==> src/rtl/alu_result_fifo.sv <==
// First-word-fall-through result FIFO behind the 4-bit ALU, drained over valid/ready.
// Optional flag checker: define ALU_RESFIFO_FLAGCHK_EN to enable the one-hot gt/lt/eq check.
module alu_result_fifo #(
  parameter  int DEPTH = 4,
  localparam int AW    = $clog2(DEPTH)
) (
  input  logic          clk,
  input  logic          rst,
  input  logic          in_valid,
  output logic          in_ready,
  input  logic          in_s1,
  input  logic          in_s0,
  input  logic [3:0]    in_sum,
  input  logic          in_carry,
  input  logic          in_gt,
  input  logic          in_lt,
  input  logic          in_eq,
  input  logic [3:0]    in_and,
  output logic          out_valid,
  input  logic          out_ready,
  output logic          out_s1,
  output logic          out_s0,
  output logic [3:0]    out_sum,
  output logic          out_carry,
  output logic          out_gt,
  output logic          out_lt,
  output logic          out_eq,
  output logic [3:0]    out_and,
  output logic [AW:0]   count,
  output logic          dropped,
  output logic          flag_err
);

  typedef struct packed {
    logic       s1;
    logic       s0;
    logic [3:0] sum;
    logic       carry;
    logic       gt;
    logic       lt;
    logic       eq;
    logic [3:0] and_res;
  } entry_t;

  entry_t        mem [DEPTH];
  entry_t        wr_entry;
  entry_t        head;
  logic [AW-1:0] wr_ptr;
  logic [AW-1:0] rd_ptr;
  logic          full;
  logic          empty;
  logic          push;
  logic          pop;

  assign full      = (count == (AW+1)'(DEPTH));
  assign empty     = (count == '0);
  assign in_ready  = !full;
  assign out_valid = !empty;
  // A full FIFO refuses the write even when the head is popped this cycle.
  assign push      = in_valid && !full;
  assign pop       = out_ready && !empty;

  assign wr_entry = '{s1: in_s1, s0: in_s0, sum: in_sum, carry: in_carry,
                      gt: in_gt, lt: in_lt, eq: in_eq, and_res: in_and};

  // NOTE: the storage array has no reset; count and rd_ptr decide what is visible,
  // so clearing it would only cost reset fan-out.
  always_ff @(posedge clk) begin
    if (push) mem[wr_ptr] <= wr_entry;
  end

  // NOTE: sequential state uses non-blocking assignments so every register
  // samples pre-edge values regardless of statement order.
  always_ff @(posedge clk) begin
    if (rst) begin
      wr_ptr  <= '0;
      rd_ptr  <= '0;
      count   <= '0;
      dropped <= 1'b0;
    end else begin
      if (push) wr_ptr <= wr_ptr + AW'(1);
      if (pop)  rd_ptr <= rd_ptr + AW'(1);
      case ({push, pop})
        2'b10:   count <= count + (AW+1)'(1);
        2'b01:   count <= count - (AW+1)'(1);
        default: count <= count;
      endcase
      if (in_valid && full) dropped <= 1'b1;
    end
  end

`ifdef ALU_RESFIFO_FLAGCHK_EN
  logic flags_onehot;
  assign flags_onehot = ({in_gt, in_lt, in_eq} inside {3'b100, 3'b010, 3'b001});

  always_ff @(posedge clk) begin
    if (rst)                         flag_err <= 1'b0;
    else if (push && !flags_onehot)  flag_err <= 1'b1;
  end
`else
  assign flag_err = 1'b0;
`endif

  // NOTE: default assignment first so the empty path cannot infer a latch.
  always_comb begin
    head = '0;
    if (!empty) head = mem[rd_ptr];
  end

  assign out_s1    = head.s1;
  assign out_s0    = head.s0;
  assign out_sum   = head.sum;
  assign out_carry = head.carry;
  assign out_gt    = head.gt;
  assign out_lt    = head.lt;
  assign out_eq    = head.eq;
  assign out_and   = head.and_res;

endmodule

==> config.mk <==
export PLATFORM = sky130hd
export DESIGN_NAME = alu_result_fifo
export DESIGN_NICKNAME = d
export VERILOG_FILES = /design/src/rtl/alu_result_fifo.sv
export SDC_FILE = /design/constraint.sdc
export NUM_CORES = 1
export LEC_CHECK = 0
export ABC_AREA = 1
export BUFFER_PORTS_ARGS = -buffer_cell sky130_fd_sc_hd__buf_2
export CAP_MARGIN = 20
export CORE_ASPECT_RATIO = 1.5
export CORE_MARGIN = 4
export CORE_UTILIZATION = 51
export CTS_BUF_LIST = sky130_fd_sc_hd__clkbuf_8 sky130_fd_sc_hd__clkbuf_16
export CTS_CLUSTER_DIAMETER = 200
export CTS_CLUSTER_SIZE = 10
export DETAILED_ROUTE_END_ITERATION = 6
export PLACE_DENSITY = 0.77
export SKIP_CTS_REPAIR_TIMING = 1
export SYNTH_ARGS = -nofsm -noshare
export SYNTH_HDL_FRONTEND = slang
export SYNTH_SLANG_ARGS = --single-unit
==> constraint.sdc <==
create_clock -name clk -period 1.7 [get_ports clk]
set_input_delay 0.085 -clock clk [delete_from_list [all_inputs] [get_ports clk]]
set_output_delay 0.085 -clock clk [all_outputs]
set_load 0.01 [all_outputs]
==> results of run 1 <==
-- power by group --
group          switching (µW)  total [µW]  internal, µW
Sequential               90.8        2050          1960
Clock                     507        1000           497
Combinational            1080        1740           656
Total                    1680        4790          3120
-- flip-flops by register name (all words and copies together), names as in the netlist, named ones only --
register / flops
count: 3
dropped: 1
mem: 56
rd_ptr: 2
wr_ptr: 2
-- final timing paths --
kind	depth (start not counted)	slack [ns]	to	start
max	12	0.04	count[2]	count[1]
min	3	0.05	rd_ptr[0]	out_ready
max reg2reg	12	0.04	count[2]	count[1]
min reg2reg	2	0.45	dropped	dropped
-- through the flow --
stage | util (%) | instances | hold WS [ns] | setup WS (ns) | area [µm²]
final | 65.8 | 391 | 0.0493 | 0.0353 | 3420
after global routing | 65.8 | 391 | 0.0632 | -0.0544 | 3420
after CTS | 61.8 | 375 | -0.0878 | -0.0244 | 3210
after detailed placement | 58.8 | 359 | 0.262 | 0.0230 | 3060
after global placement | 58.8 | 359 | 0.259 | 0.103 | 3060
after floorplan | - | 253 | 0.154 | -0.103 | 2780
-- area by class of cell --
cell class                 count  share of cell area [%]
sequential                    66                    55.2
multi-input combinational    158                    22.6
timing repair buffer          63                    12.8
clock buffer                   9                    3.62
inverter                      20                    2.49
tap                           68                    2.49
clock inverter                 7                   0.841
-- worst register-to-register path, cell delays in order (launching register included) --
cell	delay, ns
dfxtp_2	0.36
inv_4	0.06
nand3_4	0.10
inv_4	0.04
nor2_4	0.11
ha_4	0.16
inv_2	0.05
fa_2	0.38
nand2_2	0.10
nand3_2	0.08
nand2_2	0.07
inv_1	0.04
nor2_1	0.08
-- logic make-up (layout without fill, tap and decap cells) --
group | count (synthesis) | in the layout | share of synthesized area, %
other | 1 | 1 | 0.136
adder cells (fa/ha/maj) | 6 | 6 | 3.00
AND/OR/NAND/NOR | 114 | 114 | 16.3
flip-flops | 66 | 66 | 68.3
buffers and inverters | 29 | 99 | 5.45
AO/OA/AOI/OAI | 37 | 37 | 6.86
-- routing by layer --
layer / track usage, % / part of all wire (%) / vias up
met5: 0 / 0 / -
met4: 7.20 / 2.4 / 0
li1: - / - / 974
met1: 18.0 / 37 / 882
met3: 4.95 / 4.2 / 11
met2: 28.8 / 56 / 42
-- layout by cell type, fill, tap and decap left out, types with 6 or more instances in the layout --
cell type	synthesis	layout
edfxtp_1	56	56
nor2_1	39	38
buf_4	3	9
dlygate4sd3_1	0	15
inv_1	16	14
buf_2	2	37
a21oi_1	20	20
dfxtp_1	10	6
nand2_1	67	63
clkbuf_8	0	9
o21ai_0	10	10
o21ai_1	6	6
==> flow_summary.yaml, run 1 <==
die:
  fp-row-count: 32
  initial_core_util_pct: 52.9
  io-pin-count: 39
  die_h_um: 98.0
  core-area_mm2: 0.00520
  die_w_um: 68.0
  dieArea_mm2: 0.00667
pwr:
  power_uw: 4790
  ir_drop_uv: 1140
  p_leak_uw: 0.00143
  p_per_area_mw_per_mm2: 1400
synthesis:
  synth_ff_type: "edfxtp_1"
  synth_area_leaders: "edfxtp_1 61%, nand2_1 9.1%, dfxtp_1 7.3%, nor2_1 5.3%, a21oi_1 3.6%"
  synth_top_area_cell: "edfxtp_1"
  yosysMostFrequentCell: "nand2_1"
  syn_nets: 277
  synth_warnings: 0
  synth.lib_cells_used.distinct: 22
  synth-async-reset-ratio_pct: 0
  syn-cell-area_mm2: 0.00276
  yosysTopAreaCellShare_pct: 61.0
  synth_cells: 253
  ys_ff_latch: 66
  ys_seq_area_share_pct: 68.3
  synth_edf_count: 56
  syn_avg_cell_area_um2: 10.9
  synth_common_cells: "67 x nand2_1, 56 x edfxtp_1, 39 x nor2_1, 20 x a21oi_1, 16 x inv_1"
routing:
  wirelength_um: 5170
  ant_nets: 0
  vias: 1909
  vias_per_cell: 4.88
  initialDrtViolationCount: 90
  route.detailed.drc: 0
  drt_pass1_iterations: 4
  wl_per_cell_um: 13.2
setup_path:
  crit_fanout: 4
  path_buf_inv: 4
  slowest_stage: "fa_2"
  cp_top_family: "simple AND/OR/NAND/NOR gates"
  critPathMaxStageDelay_ns: 0.38
  crit_chain: "inv_4 -> nand3_4 -> inv_4 -> nor2_4 -> ha_4 -> inv_2 -> fa_2 -> nand2_2 -> nand3_2 -> nand2_2 -> inv_1 -> nor2_1"
  critPathLaunchType: "flip-flop"
  cp-end-kind: "flip-flop"
  critPathKind: "reg -> reg"
  required_ns: 1.96
  arrival_ns: 1.93
finish:
  drive_gt1_share_pct: 25.4
  seq_area_mm2: 0.00189
  multi_input_area_um2: 773
  syn2layout_area_growth_pct: 24.3
  layout.nets: 342
  fillers: 402
  antennaDiodeCount: 0
sta:
  setup_viol: 0
  tns_ns: 0
  fmax_mhz: 601
  hold_viol: 0
  skew_ns: 0.00688
  min_period_ns: 1.66
  slew_viol_final: 0
  finalCritPeriodShare_pct: 97.9
  rsz0062_at_grt: "yes"
clock_network:
  tritoncts: "done"
  cts-buffers-inserted: 9
  cts_num_sinks: 66
  clk_pin_slew_ns: 0.06
  clkLatencyLatePin_ns: 0.33
  htree_levels: 3
  clockRootBuffer: "clkbuf_8"
  clockBufferDepth: 2
grt:
  antenna_found_initial: 0
  grt_max_degree: 29
  grt_pass1_vias: 1846
  grt_pass1_wl_um: 8180
  overflow: 0
  track_usage_pct: 16.6
min_path:
  hold_path.class: "in -> reg"
placement:
  dp_hpwl_um: 3160
  gp_congestion: 0.742
  portBuffers: 37
job:
  cap_violations: 0
status:
  status: "complete, no violations"
No activity file was read; power rests on OpenSTA's default activity.
==> run 2: changes to the inputs <==
- CAP_MARGIN: 20 -> 40
- CORE_UTILIZATION: 51 -> 30
- PLACE_DENSITY: 0.77 -> 0.51
==> run 2 against run 1 <==
Combinational power about the same. Non-clock buffer count up 5. Design area up 6.4%. Sequential cell count unchanged. Highest routed layer unchanged. Hold slack worse by 0.0016 ns. Final cell count up 12%. Register-to-register slack better by 0.06 ns. Sequential power about the same. Largest cell class unchanged. Clock skew down 0.0023 ns. Global-route usage down 5.4 points. Via count down 0.47%.
==> flow_summary.yaml, run 2 (same netlist as run 1, synthesis figures left out) <==
status:
  status: "complete, no violations"
clock_network:
  cts_num_sinks: 66
  clockBufferDepth: 2
  tritoncts: "done"
  clk_pin_slew_ns: 0.05
  htree_levels: 3
  clockRootBuffer: "clkbuf_16"
  cts-buffers-inserted: 9
  clkLatencyLatePin_ns: 0.32
finish:
  finish.utilization_pct: 41.0
  multi_input_area_um2: 746
  antennaDiodeCount: 0
  drive_gt1_share_pct: 25.9
  stdcell_area_mm2: 0.00364
  layout.nets: 347
  regMostFlops: "mem"
  layout_common_cells: "66 x nand2_1, 56 x edfxtp_1, 38 x nor2_1"
  fillers: 874
  largest_reg_flops: 56
  syn2layout_area_growth_pct: 32.2
  seq_area_mm2: 0.00189
  top_regs: "mem x56, count x3"
  final_common_cell: "nand2_1"
grt:
  antenna_found_initial: 0
  grt_pass1_wl_um: 9000
  grt_pass1_vias: 1826
  overflow: 0
  track_usage_pct: 11.2
  grt_max_degree: 23
routing:
  wirelength_um: 5550
  dr_wl_met2_um: 2950
  ant_nets: 0
  wl_per_cell_um: 12.7
  vias: 1900
  top_layer_used: "met4"
  drt-met1-wl_um: 2200
  vias_per_cell: 4.34
  drt_pass1_iterations: 4
  initialDrtViolationCount: 73
  met3_length_um: 278
  route.detailed.drc: 0
sta:
  setup_viol: 0
  fmax_mhz: 624
  slew_viol_final: 0
  skew_ns: 0.00462
  finalCritPeriodShare_pct: 94.2
  rsz0062_at_grt: "yes"
  hold_viol: 0
  min_period_ns: 1.60
  tns_ns: 0
placement:
  gp_congestion: 0.718
  dp_hpwl_um: 3790
  portBuffers: 37
  placed_area_mm2: 0.00317
die:
  die_w_um: 86.2
  initial_core_util_pct: 31.0
  die_h_um: 125
  io-pin-count: 39
  dieArea_mm2: 0.0108
  fp-row-count: 42
  core-area_mm2: 0.00888
setup_path:
  required_ns: 1.92
  crit_fanout: 6
  critPathLaunchType: "flip-flop"
  cp-end-kind: "flip-flop"
  ff2ff_setup_slack_ns: 0.1
  arrival_ns: 1.82
  critPathKind: "reg -> reg"
min_path:
  hold_path.class: "in -> reg"
pwr:
  p_per_area_mw_per_mm2: 1530
  p_leak_uw: 0.00152
  ir_drop_uv: 858
job:
  cap_violations: 0
-- run 2: report_power, final --
group          switching (µW)  total, µW  internal [µW]
sequential                103       2080           1970
combinational            1050       1710            667
clock                     618       1780           1160
-- run 2: metrics by stage --
step / instances / setup slack [ns] / hold WS (ns) / power (µW)
2_1_floorplan: 253 / -0.103 / 0.154 / 3130
3_3_place_gp: 407 / 0.0920 / 0.257 / 3780
3_5_place_dp: 407 / 0.0363 / 0.261 / 3790
5_1_grt: 438 / -0.0452 / 0.0643 / 5950
6_report: 438 / 0.0984 / 0.0476 / 5570
4_1_cts: 423 / -0.100 / -0.0915 / 5600
-- run 2: critical path, cell delays in order, from the launching register on --
cell,delay [ns]
dfxtp_2,0.35
inv_4,0.06
nand3_4,0.08
inv_4,0.03
nor2_2,0.07
ha_2,0.18
inv_1,0.06
fa_2,0.34
inv_1,0.06
nand2_1,0.06
nand3_1,0.06
nand2_1,0.05
inv_1,0.05
nor2_1,0.03
-- run 2: area by class of cell --
type,count,share of cell area [%]
flip-flops and latches,66,52.0
well taps,110,3.78
repair buffers,68,13.2
clock buffers,10,6.56
clock inverters,6,1.58
inverters,20,2.40
multi-input cells,158,20.5
-- run 2: worst paths after layout --
kind	from	endpoint	depth (start not counted)
worst max-delay path	count[0]	count[2]	13
worst min-delay path	out_ready	flip-flop	3
worst max register to register	count[0]	count[2]	13
worst min register to register	dropped	dropped	2
-- run 2: per-layer routing --
metal  vias up  global-route usage (%)
li1        983                       -
met1       870                    11.4
met2        36                    19.6
met3        11                    3.88
met4         0                    5.96
met5         -                       0
==> run 3: changes to the inputs <==
- ABC_AREA: 1 -> unset
==> run 3 against run 2 <==
The flow now finishes with violations (setup timing). Combinational power is essentially flat. Fmax shrank 14%. First-iteration DRC count shrank 2.7%. Clock skew about the same. Global-route usage shrank 1.3 points. Critical path type unchanged. Largest cell class unchanged. Highest routed layer unchanged.
==> flow_summary.yaml, run 3 <==
finish:
  stdcell_area_mm2: 0.00369
  antennaDiodeCount: 0
  top_regs: "mem x56, count x3"
  multi_input_area_um2: 732
  regMostFlops: "mem"
  layout_common_cells: "56 x edfxtp_1, 37 x buf_2, 15 x buf_4"
  layout.nets: 251
  syn2layout_area_growth_pct: 38.1
  largest_reg_flops: 56
  seq_area_mm2: 0.00189
  finish.utilization_pct: 42.1
  final_common_cell: "edfxtp_1"
  fillers: 812
  drive_gt1_share_pct: 41.4
pwr:
  ir_drop_uv: 695
  power_uw: 5690
  power_frac_seq_pct: 36.1
  p_int_uw: 4190
  p_switching_uw: 1510
  p_leak_uw: 0.00138
  switching_share_pct: 26.5
  p_per_area_mw_per_mm2: 1540
  pwr-share-comb_pct: 30.2
  power.share.clock_pct: 33.7
synthesis:
  syn-cell-area_mm2: 0.00268
  syn_nets: 173
  synth_ff_type: "edfxtp_1"
  ys_seq_area_share_pct: 70.3
  ys_ff_latch: 66
  syn_avg_cell_area_um2: 18.0
  yosysTopAreaCellShare_pct: 62.8
  synth-async-reset-ratio_pct: 0
  synth_edf_count: 56
  synth.lib_cells_used.distinct: 27
  synth_top_area_cell: "edfxtp_1"
  synth_common_cells: "56 x edfxtp_1, 13 x nor2b_1, 10 x dfxtp_1, 10 x inv_1, 10 x mux4_2"
  synth_warnings: 0
  synth_cells: 149
  synth_area_leaders: "edfxtp_1 63%, mux4_2 8.4%, dfxtp_1 7.5%, mux4_1 3.9%, nor2b_1 3.0%"
  yosysMostFrequentCell: "edfxtp_1"
sta:
  setup_viol: 14
  min_period_ns: 1.87
  rsz0062_at_grt: "yes"
  finalCritPeriodShare_pct: 110
  slew_viol_final: 0
  fmax_mhz: 536
  hold_viol: 0
  skew_ns: 0.00439
  setup_ws_ns: -0.166
setup_path:
  cp-end-kind: "flip-flop"
  critPathKind: "reg -> reg"
  crit_fanout: 3
  critPathLaunchType: "flip-flop"
  startpoint: "count[2]"
  arrival_ns: 2.12
  r2r-start: "count[2]"
  required_ns: 1.95
routing:
  vias_per_cell: 4.39
  ant_nets: 0
  drt_pass1_iterations: 4
  initialDrtViolationCount: 71
  wl_per_cell_um: 14.5
  route.detailed.drc: 0
  wirelength_um: 4940
  vias: 1500
min_path:
  hold_start: "in_valid"
  hold_path.class: "in -> reg"
die:
  fp-row-count: 42
  die_w_um: 85.1
  io-pin-count: 39
  dieArea_mm2: 0.0105
  core-area_mm2: 0.00878
  die_h_um: 124
  initial_core_util_pct: 30.5
clock_network:
  htree_levels: 3
  clk_pin_slew_ns: 0.05
  cts-buffers-inserted: 9
  clkLatencyLatePin_ns: 0.32
  clockRootBuffer: "clkbuf_16"
  cts_num_sinks: 66
  tritoncts: "done"
  clockBufferDepth: 2
placement:
  gp_congestion: 0.684
  portBuffers: 37
  dp_hpwl_um: 3220
  placed_area_mm2: 0.00317
grt:
  overflow: 0
  antenna_found_initial: 0
  track_usage_pct: 9.91
  grt_max_degree: 15
  grt_pass1_vias: 1530
  grt_pass1_wl_um: 7640
status:
  status: "finished with violations"
  violations: "setup timing"
job:
  cap_violations: 0
==> run 3: cell count changes after synthesis, sizes merged, moves of 4 or more <==
cell / before / now
nand2: 67 / 1
nor2: 39 / 7
a21oi: 21 / 5
mux4: 0 / 14
nor2b: 0 / 14
o21ai: 16 / 3
inv: 20 / 10
nand3: 5 / 0
and2: 0 / 4
==> run 3: worst paths after layout <==
| path | slack [ns] | end | depth (start not counted) |
|---|---|---|---|
| worst min register to register | 0.47 | dropped | 2 |
| worst max-delay path | -0.17 | count[2] | 9 |
| worst max register to register | -0.17 | count[2] | 9 |
| worst min-delay path | 0.007 | dropped | 3 |
==> run 3: cell type report <==
type                            count  share of cell area [%]
Clock buffer                        9                    6.10
Timing Repair Buffer               73                    15.5
Multi-Input combinational cell     67                    19.8
Inverter                           10                    1.02
Tap cell                          110                    3.73
Sequential cell                    66                    51.3
Clock inverter                      7                    2.54
==> run 3: through the flow <==
step | setup slack, ns | hold slack (ns) | TNS (ns) | instances
after CTS | -0.181 | -0.0339 | -1.13 | 325
after floorplan | -0.208 | 0.184 | -0.278 | 149
final | -0.166 | 0.00657 | -0.507 | 342
after global routing | -0.280 | 0.0479 | -1.48 | 342
after global placement | -0.144 | 0.302 | -0.211 | 309
after detailed placement | -0.167 | 0.308 | -0.273 | 309
==> run 3: critical path, stage by stage (launching register included) <==
cell and delay, ns:
dfxtp_4 0.36, nor3b_4 0.22, nor2_2 0.07, inv_1 0.06, ha_2 0.17, inv_2 0.04
fa_2 0.32, xor2_1 0.15, or3_1 0.30, a21oi_1 0.11
==> run 3: power by group through the flow <==
stage | registers (µW) | logic, µW | clock network, µW
6_report | 2060 | 1720 | 1920
5_1_grt | 2070 | 1900 | 2050
3_3_place_gp | 2060 | 1630 | 0
2_1_floorplan | 2070 | 981 | 0
3_5_place_dp | 2070 | 1640 | 0
4_1_cts | 2040 | 1640 | 1970
==> run 3: logic make-up (layout without fill, tap and decap cells) <==
group                    after synthesis  in the layout  share of synthesized area (%)
AND/OR/NAND/NOR                       33             33                           7.62
XOR/XNOR                               3              3                          0.982
flip-flops                            66             66                           70.3
AO/OA/AOI/OAI                          9              9                           1.78
multiplexers                          15             15                           12.7
buffers and inverters                 16             99                           3.37
other                                  1              1                          0.140
adder cells (fa/ha/maj)                6              6                           3.09
==> run 3: per-layer routing <==
metal | global-route usage (%) | routed length (µm) | share of wire [%]
met1 | 10.7 | 1960 | 40
met2 | 17.1 | 2590 | 52
met3 | 3.04 | 297 | 6.0
met4 | 5.64 | 98 | 2.0
met5 | 0 | 0 | 0
